**config.mk**
```make
export PLATFORM = sky130hd
export DESIGN_NAME = muldiv_sequencer_flat
export DESIGN_NICKNAME = d
export VERILOG_FILES = /design/src/rtl/muldiv_pkg.sv /design/src/rtl/muldiv_if.sv /design/src/rtl/muldiv_step.sv /design/src/rtl/muldiv_sequencer.sv /design/src/flat_wrapper.sv
export SDC_FILE = /design/constraint.sdc
export NUM_CORES = 1
export LEC_CHECK = 0
export ABC_AREA = 1
export BUFFER_PORTS_ARGS = -buffer_cell sky130_fd_sc_hd__buf_2
export CORE_AREA = 2 2 206 208
export DETAILED_ROUTE_END_ITERATION = 7
export DIE_AREA = 0 0 208 210
export PLACE_DENSITY_LB_ADDON = 0.05
export REMOVE_ABC_BUFFERS = 1
export SKIP_LAST_GASP = 1
export SYNTH_ARGS = -nofsm -noshare
export SYNTH_HDL_FRONTEND = slang
export SYNTH_HIERARCHICAL = 1
export SYNTH_SLANG_ARGS = --single-unit
```
**constraint.sdc**
```tcl
create_clock -name clk -period 5.1 [get_ports clk]
set_clock_uncertainty 0.2 [all_clocks]
set_input_delay 0.255 -clock clk [delete_from_list [all_inputs] [get_ports clk]]
set_output_delay 0.255 -clock clk [all_outputs]
set_load 0.02 [all_outputs]
```
**src/rtl/muldiv_pkg.sv**
```systemverilog
// Shared definitions for the RV32M multiply/divide sequencer: decoder op codes,
// FSM state encoding and operand-signedness helpers.
package muldiv_pkg;

    // Must stay identical to the decoder's control codes.
    localparam logic [4:0] OP_MUL    = 5'h0A;
    localparam logic [4:0] OP_MULH   = 5'h0B;
    localparam logic [4:0] OP_MULHSU = 5'h0C;
    localparam logic [4:0] OP_MULHU  = 5'h0D;
    localparam logic [4:0] OP_DIV    = 5'h0E;
    localparam logic [4:0] OP_DIVU   = 5'h0F;
    localparam logic [4:0] OP_REM    = 5'h10;
    localparam logic [4:0] OP_REMU   = 5'h11;

    typedef enum logic [2:0] {
        ST_IDLE = 3'd0,
        ST_PREP = 3'd1,
        ST_CALC = 3'd2,
        ST_FIX  = 3'd3,
        ST_DONE = 3'd4
    } state_e;

    function automatic logic is_muldiv_op(input logic [4:0] op);
        return (op >= OP_MUL) && (op <= OP_REMU);
    endfunction

    function automatic logic is_mul_op(input logic [4:0] op);
        return (op >= OP_MUL) && (op <= OP_MULHU);
    endfunction

    function automatic logic is_signed_a(input logic [4:0] op);
        return (op == OP_MULH) || (op == OP_MULHSU) || (op == OP_DIV) || (op == OP_REM);
    endfunction

    function automatic logic is_signed_b(input logic [4:0] op);
        return (op == OP_MULH) || (op == OP_DIV) || (op == OP_REM);
    endfunction

endpackage

```
**src/rtl/muldiv_if.sv**
```systemverilog
// Execute-stage request/response bundle for the multiply/divide unit.
// master = execute stage, slave = muldiv_sequencer.
interface muldiv_if #(
    parameter int XLEN = 32
);
    logic            start;
    logic [4:0]      op;
    logic [XLEN-1:0] rs1;
    logic [XLEN-1:0] rs2;
    logic [4:0]      rd_in;
    logic            flush;
    logic            ready;
    logic            stall;
    logic            result_valid;
    logic [XLEN-1:0] result;
    logic [4:0]      rd_out;

    modport master (
        output start, op, rs1, rs2, rd_in, flush,
        input  ready, stall, result_valid, result, rd_out
    );

    modport slave (
        input  start, op, rs1, rs2, rd_in, flush,
        output ready, stall, result_valid, result, rd_out
    );
endinterface

```
**src/rtl/muldiv_step.sv**
```systemverilog
// One iteration of the magnitude datapath.
// Multiply: {acc, q} is the product register, q starts as the multiplier and
//           m is the multiplicand; one shift-add step per call.
// Divide:   {acc, q} is remainder:dividend, m is the (non-zero) divisor; one
//           restoring step per call, quotient bits shift into q.
module muldiv_step #(
    parameter int XLEN = 32
) (
    input  logic            is_div,
    input  logic [XLEN-1:0] acc,
    input  logic [XLEN-1:0] q,
    input  logic [XLEN-1:0] m,
    output logic [XLEN-1:0] acc_n,
    output logic [XLEN-1:0] q_n
);
    logic [XLEN:0] sum;
    logic [XLEN:0] diff;

    // Single shift-add or restore step; diff MSB set means the trial subtract borrowed.
    always_comb begin
        sum  = {1'b0, acc} + (q[0] ? {1'b0, m} : '0);
        diff = {acc, q[XLEN-1]} - {1'b0, m};
        if (is_div) begin
            if (!diff[XLEN]) begin
                acc_n = diff[XLEN-1:0];
                q_n   = {q[XLEN-2:0], 1'b1};
            end else begin
                acc_n = {acc[XLEN-2:0], q[XLEN-1]};
                q_n   = {q[XLEN-2:0], 1'b0};
            end
        end else begin
            acc_n = sum[XLEN:1];
            q_n   = {sum[0], q[XLEN-1:1]};
        end
    end
endmodule

```
**src/rtl/muldiv_sequencer.sv**
```systemverilog
// RV32M multi-cycle multiply/divide controller: FSM, iteration counter, sign
// handling and output registers around the muldiv_step datapath.
// Optional: define MULDIV_FASTMUL_EN to do multiplies with one combinational
// multiply in PREP (PREP->FIX, 2-cycle latency); divides stay iterative.
module muldiv_sequencer
    import muldiv_pkg::*;
#(
    parameter int XLEN  = 32,
    parameter int CNT_W = 6
) (
    input  logic    clk,
    input  logic    rst_n,
    muldiv_if.slave bus
);
    localparam logic [XLEN-1:0]  MIN_NEG  = {1'b1, {(XLEN-1){1'b0}}};
    localparam logic [CNT_W-1:0] LAST_CNT = CNT_W'(XLEN-1);

    state_e            state_q, state_d;
    logic [CNT_W-1:0]  cnt_q, cnt_d;
    logic [4:0]        op_q, op_d;
    logic [4:0]        rd_q, rd_d;
    logic [4:0]        rd_out_q, rd_out_d;
    logic [XLEN-1:0]   a_q, a_d;
    logic [XLEN-1:0]   b_q, b_d;
    logic [XLEN-1:0]   acc_q, acc_d;
    logic [XLEN-1:0]   qr_q, qr_d;
    logic [XLEN-1:0]   m_q, m_d;
    logic [XLEN-1:0]   result_q, result_d;
    logic              neg_q, neg_d;

    logic              accept;
    logic              sign_a, sign_b;
    logic [XLEN-1:0]   mag_a, mag_b;
    logic [XLEN-1:0]   step_acc, step_q;
    logic [2*XLEN-1:0] full, prod;

    assign accept = bus.start && is_muldiv_op(bus.op);

    muldiv_step #(.XLEN(XLEN)) u_step (
        .is_div (~is_mul_op(op_q)),
        .acc    (acc_q),
        .q      (qr_q),
        .m      (m_q),
        .acc_n  (step_acc),
        .q_n    (step_q)
    );

`ifdef MULDIV_FASTMUL_EN
    logic [2*XLEN-1:0] fast_prod;
    assign fast_prod = {{XLEN{1'b0}}, mag_a} * {{XLEN{1'b0}}, mag_b};
`endif

    // Next-state, datapath update and output selection for the sequencer FSM.
    always_comb begin
        state_d  = state_q;
        cnt_d    = cnt_q;
        op_d     = op_q;
        rd_d     = rd_q;
        rd_out_d = rd_out_q;
        a_d      = a_q;
        b_d      = b_q;
        acc_d    = acc_q;
        qr_d     = qr_q;
        m_d      = m_q;
        result_d = result_q;
        neg_d    = neg_q;

        sign_a = is_signed_a(op_q) && a_q[XLEN-1];
        sign_b = is_signed_b(op_q) && b_q[XLEN-1];
        mag_a  = sign_a ? -a_q : a_q;
        mag_b  = sign_b ? -b_q : b_q;
        full   = {acc_q, qr_q};
        prod   = neg_q ? -full : full;

        unique case (state_q)
            ST_IDLE: begin
                if (accept) begin
                    op_d    = bus.op;
                    a_d     = bus.rs1;
                    b_d     = bus.rs2;
                    rd_d    = bus.rd_in;
                    state_d = ST_PREP;
                end
            end
            ST_PREP: begin
                acc_d = '0;
                cnt_d = '0;
                qr_d  = mag_a;
                m_d   = mag_b;
                // Remainder takes the dividend's sign; everything else takes A xor B.
                neg_d = ((op_q == OP_REM) || (op_q == OP_REMU)) ? sign_a : (sign_a ^ sign_b);
                if (!is_mul_op(op_q) && (b_q == '0)) begin
                    result_d = ((op_q == OP_REM) || (op_q == OP_REMU)) ? a_q : '1;
                    rd_out_d = rd_q;
                    state_d  = ST_DONE;
                end else if (((op_q == OP_DIV) || (op_q == OP_REM)) &&
                             (a_q == MIN_NEG) && (b_q == '1)) begin
                    result_d = (op_q == OP_DIV) ? MIN_NEG : '0;
                    rd_out_d = rd_q;
                    state_d  = ST_DONE;
                end else begin
`ifdef MULDIV_FASTMUL_EN
                    if (is_mul_op(op_q)) begin
                        {acc_d, qr_d} = fast_prod;
                        state_d       = ST_FIX;
                    end else begin
                        state_d = ST_CALC;
                    end
`else
                    state_d = ST_CALC;
`endif
                end
            end
            ST_CALC: begin
                acc_d = step_acc;
                qr_d  = step_q;
                cnt_d = cnt_q + CNT_W'(1);
                if (cnt_q == LAST_CNT) begin
                    state_d = ST_FIX;
                end
            end
            ST_FIX: begin
                unique case (op_q)
                    OP_MUL:                       result_d = prod[XLEN-1:0];
                    OP_MULH, OP_MULHSU, OP_MULHU: result_d = prod[2*XLEN-1:XLEN];
                    OP_DIV, OP_DIVU:              result_d = neg_q ? -qr_q : qr_q;
                    OP_REM, OP_REMU:              result_d = neg_q ? -acc_q : acc_q;
                    default:                      result_d = result_q;
                endcase
                rd_out_d = rd_q;
                state_d  = ST_DONE;
            end
            ST_DONE: begin
                state_d = ST_IDLE;
            end
            default: begin
                state_d = ST_IDLE;
            end
        endcase

        // A flush kills anything in flight and leaves the visible result untouched.
        if (bus.flush && (state_q != ST_IDLE)) begin
            state_d  = ST_IDLE;
            result_d = result_q;
            rd_out_d = rd_out_q;
        end
        if (bus.flush && (state_q == ST_IDLE)) begin
            state_d = ST_IDLE;
            op_d    = op_q;
            a_d     = a_q;
            b_d     = b_q;
            rd_d    = rd_q;
        end
    end

    // State, datapath and output registers with asynchronous clear.
    always_ff @(posedge clk or negedge rst_n) begin
        if (!rst_n) begin
            state_q  <= ST_IDLE;
            cnt_q    <= '0;
            op_q     <= '0;
            rd_q     <= '0;
            rd_out_q <= '0;
            a_q      <= '0;
            b_q      <= '0;
            acc_q    <= '0;
            qr_q     <= '0;
            m_q      <= '0;
            result_q <= '0;
            neg_q    <= 1'b0;
        end else begin
            state_q  <= state_d;
            cnt_q    <= cnt_d;
            op_q     <= op_d;
            rd_q     <= rd_d;
            rd_out_q <= rd_out_d;
            a_q      <= a_d;
            b_q      <= b_d;
            acc_q    <= acc_d;
            qr_q     <= qr_d;
            m_q      <= m_d;
            result_q <= result_d;
            neg_q    <= neg_d;
        end
    end

    assign bus.ready        = (state_q == ST_IDLE);
    assign bus.stall        = (state_q == ST_PREP) || (state_q == ST_CALC) || (state_q == ST_FIX) ||
                              ((state_q == ST_IDLE) && accept);
    assign bus.result_valid = (state_q == ST_DONE) && !bus.flush;
    assign bus.result       = result_q;
    assign bus.rd_out       = rd_out_q;
endmodule

```
**src/flat_wrapper.sv**
```systemverilog
// flat-port wrapper written by rule: the top's interface ports become plain ports
module muldiv_sequencer_flat import muldiv_pkg::*;
#(
    parameter int XLEN  = 32,
    parameter int CNT_W = 6
)
  (clk, rst_n, bus_start, bus_op, bus_rs1, bus_rs2, bus_rd_in, bus_flush, bus_ready, bus_stall, bus_result_valid, bus_result, bus_rd_out);
  muldiv_if #(.XLEN(XLEN)) bus_i ();
  input  logic clk;
  input  logic rst_n;
  input wire logic [$bits(bus_i.start)-1:0] bus_start;
  input wire logic [$bits(bus_i.op)-1:0] bus_op;
  input wire logic [$bits(bus_i.rs1)-1:0] bus_rs1;
  input wire logic [$bits(bus_i.rs2)-1:0] bus_rs2;
  input wire logic [$bits(bus_i.rd_in)-1:0] bus_rd_in;
  input wire logic [$bits(bus_i.flush)-1:0] bus_flush;
  output wire logic [$bits(bus_i.ready)-1:0] bus_ready;
  output wire logic [$bits(bus_i.stall)-1:0] bus_stall;
  output wire logic [$bits(bus_i.result_valid)-1:0] bus_result_valid;
  output wire logic [$bits(bus_i.result)-1:0] bus_result;
  output wire logic [$bits(bus_i.rd_out)-1:0] bus_rd_out;
  assign bus_i.start = bus_start;
  assign bus_i.op = bus_op;
  assign bus_i.rs1 = bus_rs1;
  assign bus_i.rs2 = bus_rs2;
  assign bus_i.rd_in = bus_rd_in;
  assign bus_i.flush = bus_flush;
  assign bus_ready = bus_i.ready;
  assign bus_stall = bus_i.stall;
  assign bus_result_valid = bus_i.result_valid;
  assign bus_result = bus_i.result;
  assign bus_rd_out = bus_i.rd_out;
  muldiv_sequencer #(.XLEN(XLEN), .CNT_W(CNT_W)) u_core (.clk(clk), .rst_n(rst_n), .bus(bus_i));
endmodule
```
# ---- After elaboration in Yosys (flattened, before gate mapping)
# Index checks and enable logic that the tools add are counted.
dict set report word_totals {
  ff_bits 217
  inputBits 78
  output_inout_bits 40
  wordCells 112
}
dict set report op_classes {
  addsub 8
  n_lt_le_gt_ge 4
  eq_ne 19
  mux 30
  bitwise 3
  reduce_logical 36
}
# cell n
set op_table {}
lappend op_table {{two-way mux 32 bit} 12}
lappend op_table {{case mux 32 bit (2 select lines)} 3}
lappend op_table {{negation 32 bit} 4}
lappend op_table {{case mux 32 bit (4 select lines)} 1}
lappend op_table {{equality test 32 bit, second input constant} 2}
lappend op_table {{two-way mux 64 bit} 1}
lappend op_table {{negation 64 bit} 1}
lappend op_table {{adder 32 x 33 -> 33 bit} 1}
lappend op_table {{subtractor 33 x 32 -> 33 bit} 1}
lappend op_table {{zero test 32 bit} 1}
lappend op_table {{equality test 5 x 4 -> 1 bit, second input constant} 6}
lappend op_table {{two-way mux 3 bit} 6}
lappend op_table {{logical AND 1 bit} 12}
lappend op_table {{case mux 3 bit (4 select lines)} 1}
lappend op_table {{case mux 6 bit (2 select lines)} 1}
lappend op_table {{equality test 5 bit, second input constant} 2}
lappend op_table {{>= comparator 5 x 4 -> 1 bit, second input constant} 2}
lappend op_table {{logical OR 1 bit} 10}
lappend op_table {{two-way mux 5 bit} 2}
lappend op_table {{case mux 5 bit (2 select lines)} 1}
lappend op_table {{!= test 4 x 1 -> 1 bit, second input constant} 2}
lappend op_table {{adder 6 x 1 -> 6 bit, second input constant} 1}
lappend op_table {{equality test 3 x 2 -> 1 bit, second input constant} 2}
lappend op_table {{equality test 6 x 5 -> 1 bit, second input constant} 1}
lappend op_table {{other kinds (18)} 24}

# ---- Logic depth before layout (Yosys ltp)
# Gate-level depths: netlist of run 1.
dict set report depth {
  ltp_word 9
  mapped_depth 20
  mapped_depth_nobuf 19
}

# ---- Modules after synthesis
# Netlist of run 1, hierarchy kept.
# module n_inst cells_per_inst area_per_inst_um2 seq_area_each_um2
set by_module_without_submodules {}
lappend by_module_without_submodules {muldiv_sequencer 1 2115 14246.2 5430.2}
lappend by_module_without_submodules {muldiv_step 1 1309 6357.3 0.0}

# ---- Worst setup path before layout of run 1
# OpenSTA, ideal clock, no wires.
dict set report synth_path {
  path_type {register -> register}
  from {register u_core.qr_q[0]}
  to {register u_core.acc_q[11]}
  setup_time_ns 0.130
  t_arrival_ns 2.472
  required_ns 4.770
  setup_slack_ns 2.298
  stages_incl_launch_ff 18
  n_path_buf 2
  synth_period_minus_slack_ns 2.802
  cell_sequence {dfrtp_1 clkbuf_1 clkbuf_1 nand2_1 inv_1 ha_1 fa_1 nand3_1 nand2_1 nand2_1 o211ai_1 nand2_1 nand2_1 or2_2 nand3_1 nand2_1 nand2_1 o21ai_0}
}
dict set report synth_between {
  elab_chain_len 4
}
# item line
set synth_rtl {}
lappend synth_rtl {{start, declared} muldiv_sequencer.sv:26} ;# logic [XLEN-1:0] qr_q, qr_d;
lappend synth_rtl {{start signal, assigned} muldiv_sequencer.sv:180} ;# qr_q <= qr_d;
lappend synth_rtl {{two-way mux 32 bit} muldiv_step.sv:21} ;# sum = {1'b0, acc} + (q[0] ? {1'b0, m} : '0);
lappend synth_rtl {{adder 32 x 33 -> 33 bit} muldiv_step.sv:21}
lappend synth_rtl {{two-way mux 32 bit} muldiv_step.sv:23} ;# if (is_div) begin
lappend synth_rtl {{net u_core.step_acc[11]} muldiv_sequencer.sv:34} ;# logic [XLEN-1:0] step_acc, step_q;
lappend synth_rtl {{case mux 32 bit (2 select lines)} muldiv_sequencer.sv:75} ;# unique case (state_q)
lappend synth_rtl {{end signal, assigned} muldiv_sequencer.sv:166} ;# acc_q <= '0;
lappend synth_rtl {{end signal, assigned} muldiv_sequencer.sv:179} ;# acc_q <= acc_d;
lappend synth_rtl {{end, declared} muldiv_sequencer.sv:25} ;# logic [XLEN-1:0] acc_q, acc_d;
# The timed path passes the listed nets, and every way through them passes these cells.
# A chain may end at the register's enable or synchronous reset.

# ---- Worst setup path after layout of run 1
dict set report layout_path {
  from {register u_core.a_q[0]}
  to {register u_core.result_q[18], in the netlist u_core/bus.result[18]}
}
dict set report layout_between {
  elab_chain_len 5
}
# item line
set layout_rtl {}
lappend layout_rtl {{start, declared} muldiv_sequencer.sv:23} ;# logic [XLEN-1:0] a_q, a_d;
lappend layout_rtl {{start signal, assigned} muldiv_sequencer.sv:164} ;# a_q <= '0;
lappend layout_rtl {{start signal, assigned} muldiv_sequencer.sv:177} ;# a_q <= a_d;
lappend layout_rtl {{equality test 32 bit} muldiv_sequencer.sv:97} ;# (a_q == MIN_NEG) && (b_q == '1)) begin
lappend layout_rtl {{logical AND 1 bit} muldiv_sequencer.sv:96} ;# end else if (((op_q == OP_DIV) || (op_q == OP_REM)) &&
lappend layout_rtl {{logical AND 1 bit} muldiv_sequencer.sv:97}
lappend layout_rtl {{!= test 3 x 1 -> 1 bit (no line)} -}
lappend layout_rtl {{AND reduction 4 bit (no line)} -}
lappend layout_rtl {{end signal, assigned} muldiv_sequencer.sv:182} ;# result_q <= result_d;
lappend layout_rtl {{end, declared} muldiv_sequencer.sv:28} ;# logic [XLEN-1:0] result_q, result_d;
# Every way passes these cells.

==> flow_summary.yaml, run 1 <==
yosys:
  synth_area_leaders: "dfrtp_1 (26%), nand2_1 (19%), nor2_1 (8.0%)"
  synthCells: 3424
  synth_cell_type_count: 60
  synth_edf_count: 0
  seq_area_frac_synth_pct: 26.4
  syn_area_mm2: 0.0206
  yosysWarnings: 6
  yosys.area.top_type_share_pct: 26.4
  synth_flop_cell: "dfrtp_1"
  synth_largest_area_cell: "dfrtp_1"
  synth_common_cells: "nand2_1 (1033), nor2_1 (437), inv_1 (431)"
  syn_area_per_cell_um2: 6.02
  async_reset_ff_share_pct: 100
  synth-seq-cells: 217
  yosysMostFrequentCell: "nand2_1"
cts:
  cts.clk_slew.worst_paths_ns: 0.07
  cts.sinks: 217
  htreeDepth: 1
  numCtsBuffers: 27
  cts_setup_buffers: 0
  clk_latency_ns: 0.59
  post_cts_resized: 0
  clk_path_buf_depth: 3
  ctsRootBufferMaster: "clkbuf_16"
  cts_tree: "yes"
floorplanning:
  die_y_um: 210
  core_area_mm2: 0.0415
  die_x_um: 208
  io_pins: 118
  dieArea_mm2: 0.0437
  initial_core_util_pct: 49.7
  row_count: 75
critical_path:
  r2r-start: "u_core/a_q[0]"
  worstPathArrival_ns: 3.80
  ff2ff_path_depth: 12
  reg2reg_slack_ns: 1.60
  end_kind: "register"
  required_ns: 5.40
  r2r-end: "u_core/bus.result[18]"
  worstSetupPathType: "reg -> reg"
  crit_fanout: 37
  startpoint_type: "register"
timing:
  drv_slew: 0
  fin_crit_sh_pct: 68.6
  tightest_slew_ns: 0.973
  period_needed_ns: 3.50
  relSlewSlack_pct: 34.6
  rsz0062_at_grt: "no"
  finalSetupViolCount: 0
  holdWs_ns: 0.0594
  setup_slack_ns: 1.60
  final_hold_viol_count: 0
  fmax_mhz: 286
power_and_ir_drop:
  clkPwrFrac_pct: 12.6
  p_sw_mw: 8.48
  swShare_pct: 56.9
  combPwrFrac_pct: 63.0
  power_frac_seq_pct: 24.4
  power.density_mw_per_mm2: 645
  p_int_mw: 6.42
  leakage_nw: 12.1
  irDropWorstVdd_mv: 0.398
route:
  num_vias: 23400
  drt_wl_total_um: 80700
  first_iter_violations: 2955
  dr.pass1.iters: 6
  via_per_inst: 5.70
  drtAntennaViolNets: 0
  route.detailed.wl_per_inst_um: 19.6
  route.detailed.drc: 0
final_layout:
  fillers: 4226
  syn_to_final_growth_pct: 12.1
  fin_area_mm2: 0.0231
  diodes: 0
  drive_gt1_share_pct: 8.96
  layout.nets: 3705
global_routing:
  globalRoute.totalOverflow: 0
  grt_pass1_vias: 21800
  grt_pass1_wl_um: 124000
  grt_max_degree: 113
  grt_util_all_layers_pct: 36.3
  antenna_found_initial: 1
placed_design:
  pre_cts_ws_ns: 1.72
  placed_area_mm2: 0.0215
  place_hpwl_um: 62200
  numPortBuffers: 117
  gp_congestion: 1.02
job:
  cap_violations: 0
status:
  status: "complete, no violations"
hold_path:
  hp-class: "in -> async"
==> through the flow <==
stage / power, mW / utilization (%) / std cells / TNS [ns]
2_1_floorplan: 9.56 / - / 3314 / -69.32
3_3_place_gp: 12.5 / 51.7 / 3986 / 0
3_5_place_dp: 12.6 / 51.7 / 3986 / 0
4_1_cts: 14.6 / 55.7 / 4112 / 0
5_1_grt: 16.1 / 55.7 / 4112 / 0
6_report: 14.9 / 55.7 / 4112 / 0
==> kinds of logic (layout without fill, tap and decap cells) <==
logic type | after synthesis | count (layout) | share of synthesized area, %
flops | 217 | 217 | 26.4
fa+ha+maj | 72 | 72 | 4.45
mux | 12 | 12 | 0.656
buf+inv | 561 | 710 | 10.9
xor+xnor | 59 | 59 | 2.51
compound gates | 533 | 533 | 14.1
simple gates | 1970 | 1970 | 41.0
==> registers in the layout, indices dropped and copies added (netlist names), 5 cells and up <==
register and cells:
u_core/rd_q 5, u_core/a_q 32, u_core/b_q 32, u_core/bus.result 32
u_core/acc_q 32, u_core/qr_q 32, u_core/m_q 32, u_core/bus.rd_out 5
u_core/op_q 5, u_core/cnt_q 6
==> how the worst max path moves through the flow <==
| stage | to | start |
|---|---|---|
| global route | u_core/acc_q[29] | u_core/qr_q[0] |
| detailed placement | u_core/bus.result[6] | u_core/a_q[0] |
| global placement | u_core/bus.result[6] | u_core/a_q[0] |
| floorplan | u_core/cnt_q[2] | u_core/state_q[2] |
| CTS | u_core/bus.result[18] | u_core/a_q[0] |
| finish | u_core/bus.result[18] | u_core/a_q[0] |
==> cells in the final DEF (no fill, tap or decap), drive strengths merged, types with 7 or more instances in the layout <==
cell type	Yosys	layout
nand4	36	36
nor3	42	42
o211ai	12	12
o22ai	7	7
xnor2	12	12
clkbuf	63	37
inv	447	451
nand3b	21	21
dlygate4sd3	0	79
or2	16	16
mux2	12	12
o21ai	252	252
o21bai	16	16
nand3	313	313
clkinv	4	9
ha	70	70
nor2	461	461
xor2	47	47
a21oi	219	219
and2	9	9
buf	47	133
dfrtp	217	217
nand2	1066	1066
==> worst max-delay path: stages (launching register included) <==
cell and delay (ns):
dfrtp_1 0.40, inv_1 0.25, ha_1 0.30, nand3_1 0.16, nor2_2 0.21, nand2_1 0.13, nor2_1 0.28, nand3_1 0.13
nand3_2 0.16, nand3_4 0.42, inv_4 0.50, nor2_1 0.10, a21oi_1 0.16
==> cell type report <==
cell class | instances | area (µm²) | area share [%]
multi-input cells | 2646 | 12900 | 56.0
flip-flops and latches | 217 | 5430 | 23.5
inverters | 451 | 1700 | 7.35
repair buffers | 212 | 1520 | 6.58
clock buffers | 37 | 763 | 3.31
well taps | 539 | 674 | 2.92
clock inverters | 10 | 78.8 | 0.341
==> layer usage <==
| layer | up-vias | GRT usage (%) | share of wire (%) |
|---|---|---|---|
| met5 | - | 0.445 | 0.014 |
| met4 | 2 | 10.6 | 3.1 |
| met3 | 161 | 8.70 | 11 |
| met2 | 1243 | 53.7 | 41 |
| met1 | 10800 | 52.4 | 44 |
| li1 | 11200 | - | - |
==> what timing repair did <==
item | in CTS | in global routing
endpoints found under the setup margin | 0 | 0
endpoints found under the hold margin | 187 | 0
hold buffers | 79 | 0
==> power groups by stage <==
| stage | Sequential (mW) | Combinational, mW | Clock, mW |
|---|---|---|---|
| floorplan | 3.35 | 6.22 | 0 |
| global placement | 3.59 | 8.92 | 0 |
| detailed placement | 3.61 | 9.04 | 0 |
| CTS | 3.59 | 9.13 | 1.91 |
| global route | 3.71 | 10.4 | 1.96 |
| finish | 3.63 | 9.39 | 1.88 |
Power figures use the tool's default switching activity.
==> run 2: changes to the inputs <==
clock period = 3.2 ns   (was 5.1 ns; I/O delays follow)
==> run 2 against run 1 <==
  * Clock power grew 68%
  * Clock-buffer cell count is 3 lower
  * Die area unchanged
  * Power grew 66%
  * Sequential power increased by 52%
  * Combinational power grew 71%
  * First-iteration DRC count rose by 0.81%
  * Critical path type unchanged
==> flow_summary.yaml, run 2 (synthesized netlist as in run 1, its figures left out) <==
status:
  status: "complete, no violations"
critical_path:
  critPathCapture: "u_core/bus.result[2]"
  startpoint_type: "register"
  ff2ff_path_depth: 12
  worstSetupPathType: "reg -> reg"
  required_ns: 3.49
  startpoint: "u_core/qr_q[0]"
  worstPathArrival_ns: 3.36
  end_kind: "register"
  r2r-start: "u_core/qr_q[0]"
  r2r-end: "u_core/bus.result[2]"
  crit_fanout: 6
  reg2reg_slack_ns: 0.13
cts:
  cts.clk_slew.worst_paths_ns: 0.06
  numCtsBuffers: 27
  cts.sinks: 217
  ctsRootBufferMaster: "clkbuf_16"
  clk_latency_ns: 0.58
  htreeDepth: 1
  clk_path_buf_depth: 3
  cts_tree: "yes"
timing:
  relSlewSlack_pct: 24.4
  finalSetupViolCount: 0
  rsz0062_at_grt: "no"
  drv_slew: 0
  holdWs_ns: 0.139
  period_needed_ns: 3.07
  fmax_mhz: 326
  tightest_slew_ns: 1.13
  final_hold_viol_count: 0
  fin_crit_sh_pct: 96.0
route:
  dr.pass1.iters: 8
  num_vias: 24000
  route.detailed.drc: 0
  drt_wl_total_um: 83000
  route.detailed.wl_per_inst_um: 19.7
  drtAntennaViolNets: 0
  via_per_inst: 5.70
  first_iter_violations: 2979
global_routing:
  grt_util_all_layers_pct: 37.4
  globalRoute.totalOverflow: 0
  grt_pass1_vias: 22300
  grt_max_degree: 118
  antenna_found_initial: 1
  grt_pass1_wl_um: 128000
power_and_ir_drop:
  power_mw: 24.8
  leakage_nw: 12.6
  irDropWorstVdd_mv: 0.591
  power.density_mw_per_mm2: 1030
final_layout:
  layout_commonest_cell: "nand2_1"
  final_cell_mix: "nand2_1 (1032), nor2_1 (437), inv_1 (430), nand3_1 (303), o21ai_0 (218)"
  syn_to_final_growth_pct: 16.5
  layout.nets: 3805
  fin_cells: 4212
  drive_gt1_share_pct: 11.2
  diodes: 0
  fin_util_pct: 57.9
placed_design:
  place_hpwl_um: 64800
  numPortBuffers: 117
  gp_congestion: 1.05
  dp.cells: 4067
floorplanning:
  core_area_mm2: 0.0415
  die_x_um: 208
  io_pins: 118
  dieArea_mm2: 0.0437
  initial_core_util_pct: 49.7
  row_count: 75
  die_y_um: 210
hold_path:
  hp-class: "in -> reg"
  whs_path_depth: 3
job:
  cap_violations: 0
[run 2: routing by layer]
| metal | GRT usage, % | part of all wire [%] | vias to the layer above |
|---|---|---|---|
| li1 | - | - | 11400 |
| met1 | 54.1 | 44 | 11100 |
| met2 | 55.1 | 41 | 1270 |
| met3 | 7.72 | 11 | 163 |
| met4 | 13.0 | 3.8 | 2 |
| met5 | 0 | 0.039 | - |
[run 2: worst max-delay path: stages, from the launching register on]
cell and delay (ns):
dfrtp_1 0.42, buf_4 0.17, inv_1 0.15, ha_1 0.20
nand2_1 0.09, nor2_2 0.27, nand3_1 0.33, o21ai_0 0.61
or2_2 0.22, nand3_1 0.07, nand2_1 0.06, nand2_1 0.07
a21oi_2 0.14
[run 2: cell type report]
| type | count | area, µm² |
|---|---|---|
| well taps | 539 | 674 |
| repair buffers | 311 | 2350 |
| inverters | 451 | 1700 |
| fillers | 4216 | 17500 |
| flip-flops and latches | 217 | 5430 |
| multi-input cells | 2647 | 13000 |
| clock buffers | 34 | 762 |
| clock inverters | 13 | 134 |
[run 2: worst min path at each step]
stage | from | end
finish | bus_rs1[4] | u_core/a_q[4]
global route | bus_rs1[13] | u_core/a_q[13]
CTS | rst_n | u_core/acc_q[18]
detailed placement | rst_n | u_core/acc_q[30]
global placement | rst_n | u_core/acc_q[30]
floorplan | rst_n | u_core/a_q[0]
[run 2: stage by stage]
stage | cell area, µm² | TNS, ns | worst slack [ns]
after global placement | 22100 | 0 | 0.123
after CTS | 24000 | 0 | 0.0707
final | 24000 | 0 | 0.129
after detailed placement | 22100 | 0 | 0.0886
after floorplan | 20000 | -321.95 | -3.22
after global routing | 24000 | 0 | 0.0107
[run 2: power breakdown]
group          switching, mW  leakage (nW)  internal [mW]  total [mW]
Sequential              1.56          2.61           3.96        5.52
Clock                   1.32         0.426           1.84        3.16
Combinational           10.9          9.55           5.18        16.1
Total                   13.8          12.6           11.0        24.8
[run 2: timing repair]
| action | CTS | global route |
|---|---|---|
| hold endpoints to repair | 293 | 1 |
| gates resized for setup | 0 | 5 |
| setup endpoints to repair | 0 | 32 |
| setup buffers | 0 | 2 |
| hold buffers | 94 | 1 |
